$ cat config.mk
export PLATFORM = sky130hd
export DESIGN_NAME = wb_master_seq_flat
export DESIGN_NICKNAME = d
export VERILOG_FILES = /design/src/rtl/wb_master_pkg.sv /design/src/rtl/wb_master_seq_if.sv /design/src/rtl/wb_master_timer.sv /design/src/rtl/wb_master_seq.sv /design/src/flat_wrapper.sv
export SDC_FILE = /design/constraint.sdc
export NUM_CORES = 1
export LEC_CHECK = 0
export CAP_MARGIN = 20
export CORE_UTILIZATION = 46
export CTS_CLUSTER_SIZE = 40
export DETAILED_ROUTE_END_ITERATION = 10
export GPL_TIMING_DRIVEN = 0
export MAX_ROUTING_LAYER = met4
export PLACE_DENSITY_LB_ADDON = 0.25
export RECOVER_POWER = 25
export SLEW_MARGIN = 30
export SYNTH_ARGS = -nofsm -noshare
export SYNTH_HDL_FRONTEND = slang
export SYNTH_SLANG_ARGS = --single-unit
$ cat constraint.sdc
create_clock -name clk -period 3.4 [get_ports clk]
set_input_delay 0.51 -clock clk [delete_from_list [all_inputs] [get_ports clk]]
set_output_delay 0.51 -clock clk [all_outputs]
set_load 0.1 [all_outputs]
$ cat src/rtl/wb_master_pkg.sv
// Package for the Wishbone master sequencer.
// Holds the FSM state type and the default widths / timeout length shared by
// the interface, the sequencer top and the optional phase timer.
package wb_master_pkg;

  localparam int ADDR_W_DEF = 32;
  localparam int DATA_W_DEF = 32;
  localparam int CNT_W_DEF  = 16;
  localparam int TO_CYC_DEF = 1024;

  // IDLE    : waiting for a host command
  // WDATA   : waiting for the host to supply the next write beat
  // REQ     : strobe asserted, waiting for ack to rise
  // RELEASE : strobe dropped, waiting for ack to fall
  // DONE    : command finished, done pulse is generated on exit
  typedef enum logic [2:0] {
    IDLE,
    WDATA,
    REQ,
    RELEASE,
    DONE
  } state_t;

endpackage

$ cat src/rtl/wb_master_seq_if.sv
// Wishbone bus bundle between the sequencer (master) and the slave fabric.
// Ports (master view):
//   wbm_cyc_o, wbm_stb_o, wbm_we_o, wbm_adr_o, wbm_dat_o : driven by master
//   wbm_dat_i, wbm_ack_i, wbm_int_i                      : driven by slave
interface wb_master_seq_if
  import wb_master_pkg::*;
#(
  parameter int ADDR_W = ADDR_W_DEF,
  parameter int DATA_W = DATA_W_DEF
) ();

  logic              wbm_cyc_o;
  logic              wbm_stb_o;
  logic              wbm_we_o;
  logic [ADDR_W-1:0] wbm_adr_o;
  logic [DATA_W-1:0] wbm_dat_o;
  logic [DATA_W-1:0] wbm_dat_i;
  logic              wbm_ack_i;
  logic              wbm_int_i;

  modport master (
    output wbm_cyc_o, wbm_stb_o, wbm_we_o, wbm_adr_o, wbm_dat_o,
    input  wbm_dat_i, wbm_ack_i, wbm_int_i
  );

  modport slave (
    input  wbm_cyc_o, wbm_stb_o, wbm_we_o, wbm_adr_o, wbm_dat_o,
    output wbm_dat_i, wbm_ack_i, wbm_int_i
  );

endinterface

$ cat src/rtl/wb_master_timer.sv
// Per-phase timeout counter for the Wishbone sequencer.
// Ports:
//   clk, rst (sync, active-low) : clock / reset
//   clear                       : restart counting from zero
//   enable                      : count this cycle
//   expired                     : enable is high and TO_CYC cycles have elapsed
//                                 in the current phase (including this one)
module wb_master_timer
  import wb_master_pkg::*;
#(
  parameter int TO_CYC = TO_CYC_DEF
) (
  input  logic clk,
  input  logic rst,
  input  logic clear,
  input  logic enable,
  output logic expired
);

  localparam int W = $clog2(TO_CYC + 1);

  logic [W-1:0] count;

  // Counter saturates once expired so it never wraps back to a live value.
  always_ff @(posedge clk) begin
    if (!rst || clear) begin
      count <= '0;
    end else if (enable && !expired) begin
      count <= count + W'(1);
    end
  end

  assign expired = enable && (count == W'(TO_CYC - 1));

endmodule

$ cat src/rtl/wb_master_seq.sv
// Wishbone master sequencer: turns one host command (address, beat count,
// direction) into a run of single-beat four-phase Wishbone accesses at
// incrementing addresses. cyc is held across all beats of one command.
// Optional feature macro: WB_MASTER_TIMEOUT_EN adds a per-phase timeout that
// aborts the command with err pulsed alongside done.
// Ports:
//   clk, rst (sync, active-low)
//   cmd_valid/cmd_ready/cmd_we/cmd_adr/cmd_cnt : host command channel
//   wr_valid/wr_ready/wr_dat                   : write beat data from host
//   rd_valid/rd_dat                            : read beat data to host
//   done, err                                  : end-of-command pulses
//   int_o                                      : slave interrupt, registered
//   wb                                         : Wishbone master bus
module wb_master_seq
  import wb_master_pkg::*;
#(
  parameter int ADDR_W = ADDR_W_DEF,
  parameter int DATA_W = DATA_W_DEF,
  parameter int CNT_W  = CNT_W_DEF,
  parameter int TO_CYC = TO_CYC_DEF
) (
  input  logic              clk,
  input  logic              rst,
  input  logic              cmd_valid,
  output logic              cmd_ready,
  input  logic              cmd_we,
  input  logic [ADDR_W-1:0] cmd_adr,
  input  logic [CNT_W-1:0]  cmd_cnt,
  input  logic              wr_valid,
  output logic              wr_ready,
  input  logic [DATA_W-1:0] wr_dat,
  output logic              rd_valid,
  output logic [DATA_W-1:0] rd_dat,
  output logic              done,
  output logic              err,
  output logic              int_o,
  wb_master_seq_if.master   wb
);

  state_t            state, state_next;
  logic              we_r, mid_cmd, ack_armed;
  logic              rd_valid_r, done_r, int_r;
  logic [ADDR_W-1:0] adr_r;
  logic [CNT_W-1:0]  cnt_r;
  logic [DATA_W-1:0] dat_o_r, rd_dat_r;
  logic              accept, wr_take, ack_take, ack_gone, timed_out, abort;

  // Ready strobes are gated by reset so nothing is offered while rst is low.
  assign cmd_ready = rst && (state == IDLE);
  assign wr_ready  = rst && (state == WDATA);
  assign accept    = cmd_valid && cmd_ready;
  assign wr_take   = wr_valid && wr_ready;

  // An ack that was already high when REQ was entered is stale and is
  // ignored until ack has been observed low at least once.
  assign ack_take  = (state == REQ) && wb.wbm_ack_i && ack_armed;
  assign ack_gone  = (state == RELEASE) && !wb.wbm_ack_i;
  assign abort     = timed_out && !ack_take && !ack_gone &&
                     ((state == REQ) || (state == RELEASE));

  always_ff @(posedge clk) begin
    if (!rst) begin
      state <= IDLE;
    end else begin
      state <= state_next;
    end
  end

  // Next-state logic; a real handshake edge wins over a coincident timeout.
  always_comb begin
    state_next = state;
    case (state)
      IDLE: begin
        if (accept) begin
          if (cmd_cnt == '0)  state_next = DONE;
          else if (cmd_we)    state_next = WDATA;
          else                state_next = REQ;
        end
      end
      WDATA:   if (wr_take) state_next = REQ;
      REQ: begin
        if (ack_take)       state_next = RELEASE;
        else if (abort)     state_next = DONE;
      end
      RELEASE: begin
        if (ack_gone) begin
          if (cnt_r == CNT_W'(1)) state_next = DONE;
          else if (we_r)          state_next = WDATA;
          else                    state_next = REQ;
        end else if (abort) begin
          state_next = DONE;
        end
      end
      DONE:    state_next = IDLE;
      default: state_next = IDLE;
    endcase
  end

  // Datapath: command latches, beat/address counters, read capture and pulses.
  always_ff @(posedge clk) begin
    if (!rst) begin
      we_r       <= 1'b0;
      mid_cmd    <= 1'b0;
      ack_armed  <= 1'b0;
      adr_r      <= '0;
      cnt_r      <= '0;
      dat_o_r    <= '0;
      rd_dat_r   <= '0;
      rd_valid_r <= 1'b0;
      done_r     <= 1'b0;
      int_r      <= 1'b0;
    end else begin
      rd_valid_r <= ack_take && !we_r;
      done_r     <= (state == DONE);
      int_r      <= wb.wbm_int_i;
      if (accept) begin
        we_r    <= cmd_we;
        adr_r   <= cmd_adr;
        cnt_r   <= cmd_cnt;
        mid_cmd <= 1'b0;
      end
      if (wr_take) dat_o_r <= wr_dat;
      if (ack_take && !we_r) rd_dat_r <= wb.wbm_dat_i;
      if (ack_gone) begin
        cnt_r   <= cnt_r - CNT_W'(1);
        adr_r   <= adr_r + ADDR_W'(1);
        mid_cmd <= 1'b1;
      end
      if (state == DONE) mid_cmd <= 1'b0;
      if ((state_next == REQ) && (state != REQ)) begin
        ack_armed <= !wb.wbm_ack_i;
      end else if ((state == REQ) && !wb.wbm_ack_i) begin
        ack_armed <= 1'b1;
      end
    end
  end

`ifdef WB_MASTER_TIMEOUT_EN
  logic in_phase, err_pend, err_r;

  assign in_phase = (state == REQ) || (state == RELEASE);

  // Timer restarts on every state change, so each phase gets its own budget.
  wb_master_timer #(.TO_CYC(TO_CYC)) u_timer (
    .clk     (clk),
    .rst     (rst),
    .clear   (state_next != state),
    .enable  (in_phase),
    .expired (timed_out)
  );

  always_ff @(posedge clk) begin
    if (!rst) begin
      err_pend <= 1'b0;
      err_r    <= 1'b0;
    end else begin
      if (accept)     err_pend <= 1'b0;
      else if (abort) err_pend <= 1'b1;
      err_r <= (state == DONE) && err_pend;
    end
  end

  assign err = err_r;
`else
  logic unused_to;
  assign unused_to = (TO_CYC == 0);
  assign timed_out = 1'b0;
  assign err       = 1'b0;
`endif

  assign wb.wbm_cyc_o = (state == REQ) || (state == RELEASE) ||
                        ((state == WDATA) && mid_cmd);
  assign wb.wbm_stb_o = (state == REQ);
  assign wb.wbm_we_o  = we_r;
  assign wb.wbm_adr_o = adr_r;
  assign wb.wbm_dat_o = dat_o_r;
  assign rd_valid     = rd_valid_r;
  assign rd_dat       = rd_dat_r;
  assign done         = done_r;
  assign int_o        = int_r;

endmodule
$ cat src/flat_wrapper.sv
// flat-port wrapper written by rule: the top's interface ports become plain ports
module wb_master_seq_flat import wb_master_pkg::*;
#(
  parameter int ADDR_W = ADDR_W_DEF,
  parameter int DATA_W = DATA_W_DEF,
  parameter int CNT_W  = CNT_W_DEF,
  parameter int TO_CYC = TO_CYC_DEF
)
  (clk, rst, cmd_valid, cmd_ready, cmd_we, cmd_adr, cmd_cnt, wr_valid, wr_ready, wr_dat, rd_valid, rd_dat, done, err, int_o, wb_wbm_cyc_o, wb_wbm_stb_o, wb_wbm_we_o, wb_wbm_adr_o, wb_wbm_dat_o, wb_wbm_dat_i, wb_wbm_ack_i, wb_wbm_int_i);
  wb_master_seq_if #(.ADDR_W(ADDR_W), .DATA_W(DATA_W)) wb_i ();
  input  logic clk;
  input  logic rst;
  input  logic cmd_valid;
  output logic cmd_ready;
  input  logic cmd_we;
  input  logic [ADDR_W-1:0] cmd_adr;
  input  logic [CNT_W-1:0] cmd_cnt;
  input  logic wr_valid;
  output logic wr_ready;
  input  logic [DATA_W-1:0] wr_dat;
  output logic rd_valid;
  output logic [DATA_W-1:0] rd_dat;
  output logic done;
  output logic err;
  output logic int_o;
  output wire logic [$bits(wb_i.wbm_cyc_o)-1:0] wb_wbm_cyc_o;
  output wire logic [$bits(wb_i.wbm_stb_o)-1:0] wb_wbm_stb_o;
  output wire logic [$bits(wb_i.wbm_we_o)-1:0] wb_wbm_we_o;
  output wire logic [$bits(wb_i.wbm_adr_o)-1:0] wb_wbm_adr_o;
  output wire logic [$bits(wb_i.wbm_dat_o)-1:0] wb_wbm_dat_o;
  input wire logic [$bits(wb_i.wbm_dat_i)-1:0] wb_wbm_dat_i;
  input wire logic [$bits(wb_i.wbm_ack_i)-1:0] wb_wbm_ack_i;
  input wire logic [$bits(wb_i.wbm_int_i)-1:0] wb_wbm_int_i;
  assign wb_wbm_cyc_o = wb_i.wbm_cyc_o;
  assign wb_wbm_stb_o = wb_i.wbm_stb_o;
  assign wb_wbm_we_o = wb_i.wbm_we_o;
  assign wb_wbm_adr_o = wb_i.wbm_adr_o;
  assign wb_wbm_dat_o = wb_i.wbm_dat_o;
  assign wb_i.wbm_dat_i = wb_wbm_dat_i;
  assign wb_i.wbm_ack_i = wb_wbm_ack_i;
  assign wb_i.wbm_int_i = wb_wbm_int_i;
  wb_master_seq #(.ADDR_W(ADDR_W), .DATA_W(DATA_W), .CNT_W(CNT_W), .TO_CYC(TO_CYC)) u_core (.clk(clk), .rst(rst), .cmd_valid(cmd_valid), .cmd_ready(cmd_ready), .cmd_we(cmd_we), .cmd_adr(cmd_adr), .cmd_cnt(cmd_cnt), .wr_valid(wr_valid), .wr_ready(wr_ready), .wr_dat(wr_dat), .rd_valid(rd_valid), .rd_dat(rd_dat), .done(done), .err(err), .int_o(int_o), .wb(wb_i));
endmodule
# After elaboration in Yosys (flattened, before gate mapping)
# Index checks and enable logic that the tools add are counted.
[word_totals] word_cells=58 regBits=121 out_inout_bits=105 in_bits=119
[classes] eq_ne=7 muxes=17 bitwise=1 reduce_logical=20 n_addsub=2
[ops] cell="32-bit two-way mux" count=2
[ops] cell="32-bit by 1-bit adder with 32-bit output (second input constant)" count=1
[ops] cell="16-bit two-way mux" count=2
[ops] cell="3-bit two-way mux" count=6
[ops] cell="16-bit by 1-bit == test with 1-bit output (second input constant)" count=1
[ops] cell="16-bit zero test" count=1
[ops] cell="16-bit by 1-bit subtractor with 16-bit output (second input constant)" count=1
[ops] cell="3-bit case mux with 4 select lines" count=1
[ops] cell="1-bit logical AND" count=11
[ops] cell="3-bit by 2-bit == test with 1-bit output (second input constant)" count=3
[ops] cell="1-bit two-way mux" count=4
[ops] cell="2-bit two-way mux" count=2
[ops] cell="2-bit nonzero test" count=2
[ops] cell="3-bit by 1-bit == test with 1-bit output (second input constant)" count=1
[ops] cell="3-bit == test (second input constant)" count=1
[ops] cell="3-bit zero test" count=1
[ops] cell="3-bit by 2-bit inequality test with 1-bit output (second input constant)" count=1
[ops] cell="1-bit zero test" count=2
[ops] cell="1-bit logical OR" count=2
[ops] cell="2-bit OR reduction" count=1
[ops] cell="1-bit NOT" count=1

# Depth between registers and ports, before layout
[logic_depth] depth_word=8 depth_mapped=9 mapped_depth_nobuf=8

# Least setup slack after synthesis
# Ideal clock, no wire load.
[synth_path] path_kind="in2reg" start="input port rst" end="register u_core.ack_armed" path_buffers=1 setup_time_ps=121 t_required_ps=3279 path_stages=7 slack_ps=-471 arrival_ps=3750 path_cell_list="clkbuf_1 -> nor4b_2 -> nand2_1 -> o21ba_2 -> a211oi_2 -> mux2i_1 -> a21oi_1"
[synth_via] elab_chain_cells=7 word_cells_on_any_way=11 cone_classes="1 x eq/ne; 4 x mux; 6 x reduce/logical"
[synth_rtl] item="start, declared" line="flat_wrapper.sv:12" text="input logic rst;"
[synth_rtl] item="1-bit logical AND *" line="wb_master_seq.sv:49" text="assign cmd_ready = rst && (state == IDLE);"
[synth_rtl] item="named net cmd_ready" line="flat_wrapper.sv:14" text="output logic cmd_ready;"
[synth_rtl] item="1-bit logical AND *" line="wb_master_seq.sv:51" text="assign accept = cmd_valid && cmd_ready;"
[synth_rtl] item="3-bit two-way mux *" line="wb_master_seq.sv:74" text="if (accept) begin"
[synth_rtl] item="3-bit case mux with 4 select lines *" line="wb_master_seq.sv:72" text="case (state)"
[synth_rtl] item="3-bit by 2-bit == test with 1-bit output *" line="wb_master_seq.sv:130" text="if ((state_next == REQ) && (state != REQ)) begin"
[synth_rtl] item="1-bit logical AND *" line="wb_master_seq.sv:130"
[synth_rtl] item="1-bit two-way mux or 2-bit nonzero test (tied branches)"
[synth_rtl] item="end signal, assigned" line="wb_master_seq.sv:131" text="ack_armed <= !wb.wbm_ack_i;"
[synth_rtl] item="end, declared" line="wb_master_seq.sv:41" text="logic we_r, mid_cmd, ack_armed;"
# The timed path passes the listed nets; every way through them passes the cells marked *.
# A chain may end at the register's enable or synchronous reset.

# Final worst setup path
[layout_path] start="input port rst" end="output port wr_ready"
[layout_via] elab_chain_cells=1
[layout_rtl] item="1-bit logical AND" line="wb_master_seq.sv:50" text="assign wr_ready = rst && (state == WDATA);"
[layout_rtl] item="end, declared" line="flat_wrapper.sv:19" text="output logic wr_ready;"
# No other way between the ends.

==> flow_summary.toml <==
[sta]
rsz0062_at_grt = "false"
fin_crit_sh = 0.955
final.min_clock_period_ns = 3.25
slew_headroom = 0.320
fmax_ghz = 0.308
tightest_slew_ns = 1.02
clock_skew_ns = 0.00663
final-setup-viol-count = 0
timing.final.hold_violations = 0
drv_slew = 0

[cts]
clock-root-buffer = "clkbuf_16"
clockBufferDepth = 2
cts_tree = "built"
postCtsHoldBufs = 0
cts_sinks = 121
ctsResizeCount = 4
cts_made_buffers = 17
htree_levels = 4
worstSkewPairLatency_ns = 0.41
cts_setup_buffers = 0
cts.clk_slew.worst_paths_ns = 0.05

[setup_path]
arrival_ns = 2.74
start_kind = "input pin"
required_ns = 2.89
critPathMaxFanout = 10
cp-end-kind = "output pin"
crit_type = "in -> out"

[run_status]
status = "finished, final reports clean"

[detailed_routing]
drt-total-wl_mm = 18.3
drc_errors = 0
first_pass_iters = 5
dr_wl_met2_mm = 9.02
routed-via-count = 6141
wl_met1_mm = 7.16
routedWlPerCell_um = 17.0
wl_met3_mm = 1.71
top_layer_used = "met4"
viasPerCell = 5.70
final_antenna_net_count = 0
initialDrtViolationCount = 448

[flow_run]
maxCapViolations = 0

[yosys]
syn-cell-area_mm2 = 0.00535
synth_edf_count = 0
synthesis.nets = 804
synth_seq_area_share = 0.453
synth_xor_area_frac = 0.00164
netlist_top_cells_area = "dfxtp_1 (45%), nand2_1 (12%), a21oi_1 (6.7%)"
postSynthCellCount = 682
yosys.area_share.adder = 0.00702
synthFlopType = "dfxtp_1"
synth_cell_type_count = 68
synth_common_cells = "nand2_1 (178), dfxtp_1 (121), a21oi_1 (72)"
synth_seq_cells = 121
synth-compound-area-share = 0.207
async_reset_ff_frac = 0
yosysMostFrequentCell = "nand2_1"
synth_top_cell_by_area = "dfxtp_1"
synth_mux_area_frac = 0.0182
synth_top_area_frac = 0.453
synth_top_family_by_area = "simple AND/OR/NAND/NOR gates"
synthSimpleGateAreaFrac = 0.269
avgSynthCellArea_um2 = 7.84
yosysWarnings = 0

[power_and_ir_drop]
internal-power_uw = 2760
ir_worst_vdd_mv = 0.346
power_density_mw_per_mm2 = 466
pwr-share-clk = 0.424
swShare = 0.286
p_seq_frac = 0.393
p_comb_frac = 0.183
p_switching_uw = 1100
p_leak_uw = 0.00293

[floorplanning]
coreArea_mm2 = 0.0114
dieHeight_um = 110
die_x_um = 110
io_pins = 224
initial_core_util = 0.471
die-area_mm2 = 0.0121
row_count = 39

[placed_design]
gp_routability_congestion = 0.932
dpl_cell_area_mm2 = 0.00775
dp.cells = 1047
hpwlAfterDp_mm = 13.4
placement.io_buffers = 222

[global_route]
grt_max_degree = 17
antenna_found_initial = 0
grt_pass1_wl_mm = 28.3
overflow = 0
grt_pass1_vias = 5995
grt_usage = 0.318

[final_layout]
seqCellArea_mm2 = 0.00242
final_util = 0.729
diodes = 0
multi_input_area_mm2 = 0.00271
fillers = 896
drive_gt1_frac = 0.0546
syn_to_final_growth_pct = 55.0
nets = 1045
stdcell_area_mm2 = 0.00829
finalNonFillerCells = 1077

[min_path]
hold_path_class = "reg -> reg"
[path summary, 6_finish.rpt]
kind / startpoint / endpoint / slack, ns / cells past startpoint
worst max-delay path: rst / wr_ready / 0.15 / 5
worst min-delay path: u_core.rd_dat[6]$_SDFFE_PN0P_ / u_core.rd_dat[6]$_SDFFE_PN0P_ / 0.45 / 2
worst max register to register: u_core.state[1]$_SDFF_PN0_ / u_core.cnt_r[13]$_SDFFE_PN0P_ / 0.71 / 7
worst min register to register: u_core.rd_dat[6]$_SDFFE_PN0P_ / u_core.rd_dat[6]$_SDFFE_PN0P_ / 0.45 / 2
[cell usage in the layout (no fill, tap or decap), drive strengths merged, types with 13 or more instances in the layout]
cell and n:
nand2 178, dfxtp 121, clkdlybuf4s50 205, dlygate4sd3 14
o21ai 54, clkbuf 69, nand3 20, nor2 31
and3 13, a21oi 72
[per-layer routing]
metal  track usage  vias up
li1              -     2892
met3        0.0901       45
met1         0.359     2883
met5             -        -
met4         0.137        0
met2         0.523      321
[sequential cells by signal (all words and copies together), names as in the netlist]
name,flops
u_core.wb.wbm_we_o,1
u_core.state,3
u_core.ack_armed,1
u_core.mid_cmd,1
u_core.rd_dat,32
u_core.int_o,1
u_core.wb.wbm_dat_o,32
u_core.rd_valid,1
u_core.cnt_r,16
u_core.done,1
u_core.wb.wbm_adr_o,32
[kinds of logic (layout without fill, tap and decap cells)]
kind of cell	Yosys count	after routing
compound gates	186	186
xor+xnor	1	1
fa+ha+maj	3	3
buf+inv	57	309
flops	121	121
mux	9	9
other cells	1	1
simple gates	304	304
[worst max-delay path, stage by stage]
cell,delay (ns)
clkdlybuf4s50_1,0.48
clkbuf_1,0.44
clkbuf_1,0.49
and3_1,0.25
clkdlybuf4s15_2,0.57
[metrics by stage]
| stage | hold WS, ns | power, uW | setup TNS, ns | setup slack (ns) |
|---|---|---|---|---|
| after floorplan | 0.463 | 1960 | 0 | 0.337 |
| after global placement | 0.442 | 2230 | -0.582 | -0.465 |
| after detailed placement | 0.449 | 2240 | -0.570 | -0.452 |
| after CTS | 0.456 | 3860 | 0 | 0.109 |
| after global routing | 0.472 | 3970 | 0 | 0.0331 |
| final | 0.448 | 3860 | 0 | 0.151 |
[power by group through the flow]
stage / logic (uW) / registers (uW) / clock network, uW
finish: 707 / 1520 / 1640
global route: 738 / 1520 / 1710
CTS: 704 / 1510 / 1650
detailed placement: 700 / 1540 / 0
global placement: 692 / 1540 / 0
floorplan: 197 / 1760 / 0
[layout make-up]
| class | instances | share of cell area |
|---|---|---|
| Sequential cell | 121 | 0.292 |
| Inverter | 10 | 0.00453 |
| Buffer | 47 | 0.0232 |
| Multi-Input combinational cell | 504 | 0.326 |
| Tap cell | 143 | 0.0216 |
| Timing Repair Buffer | 222 | 0.267 |
| Clock buffer | 28 | 0.0635 |
| Clock inverter | 2 | 0.00121 |
Note: power is estimated with default switching activity, not from simulation.
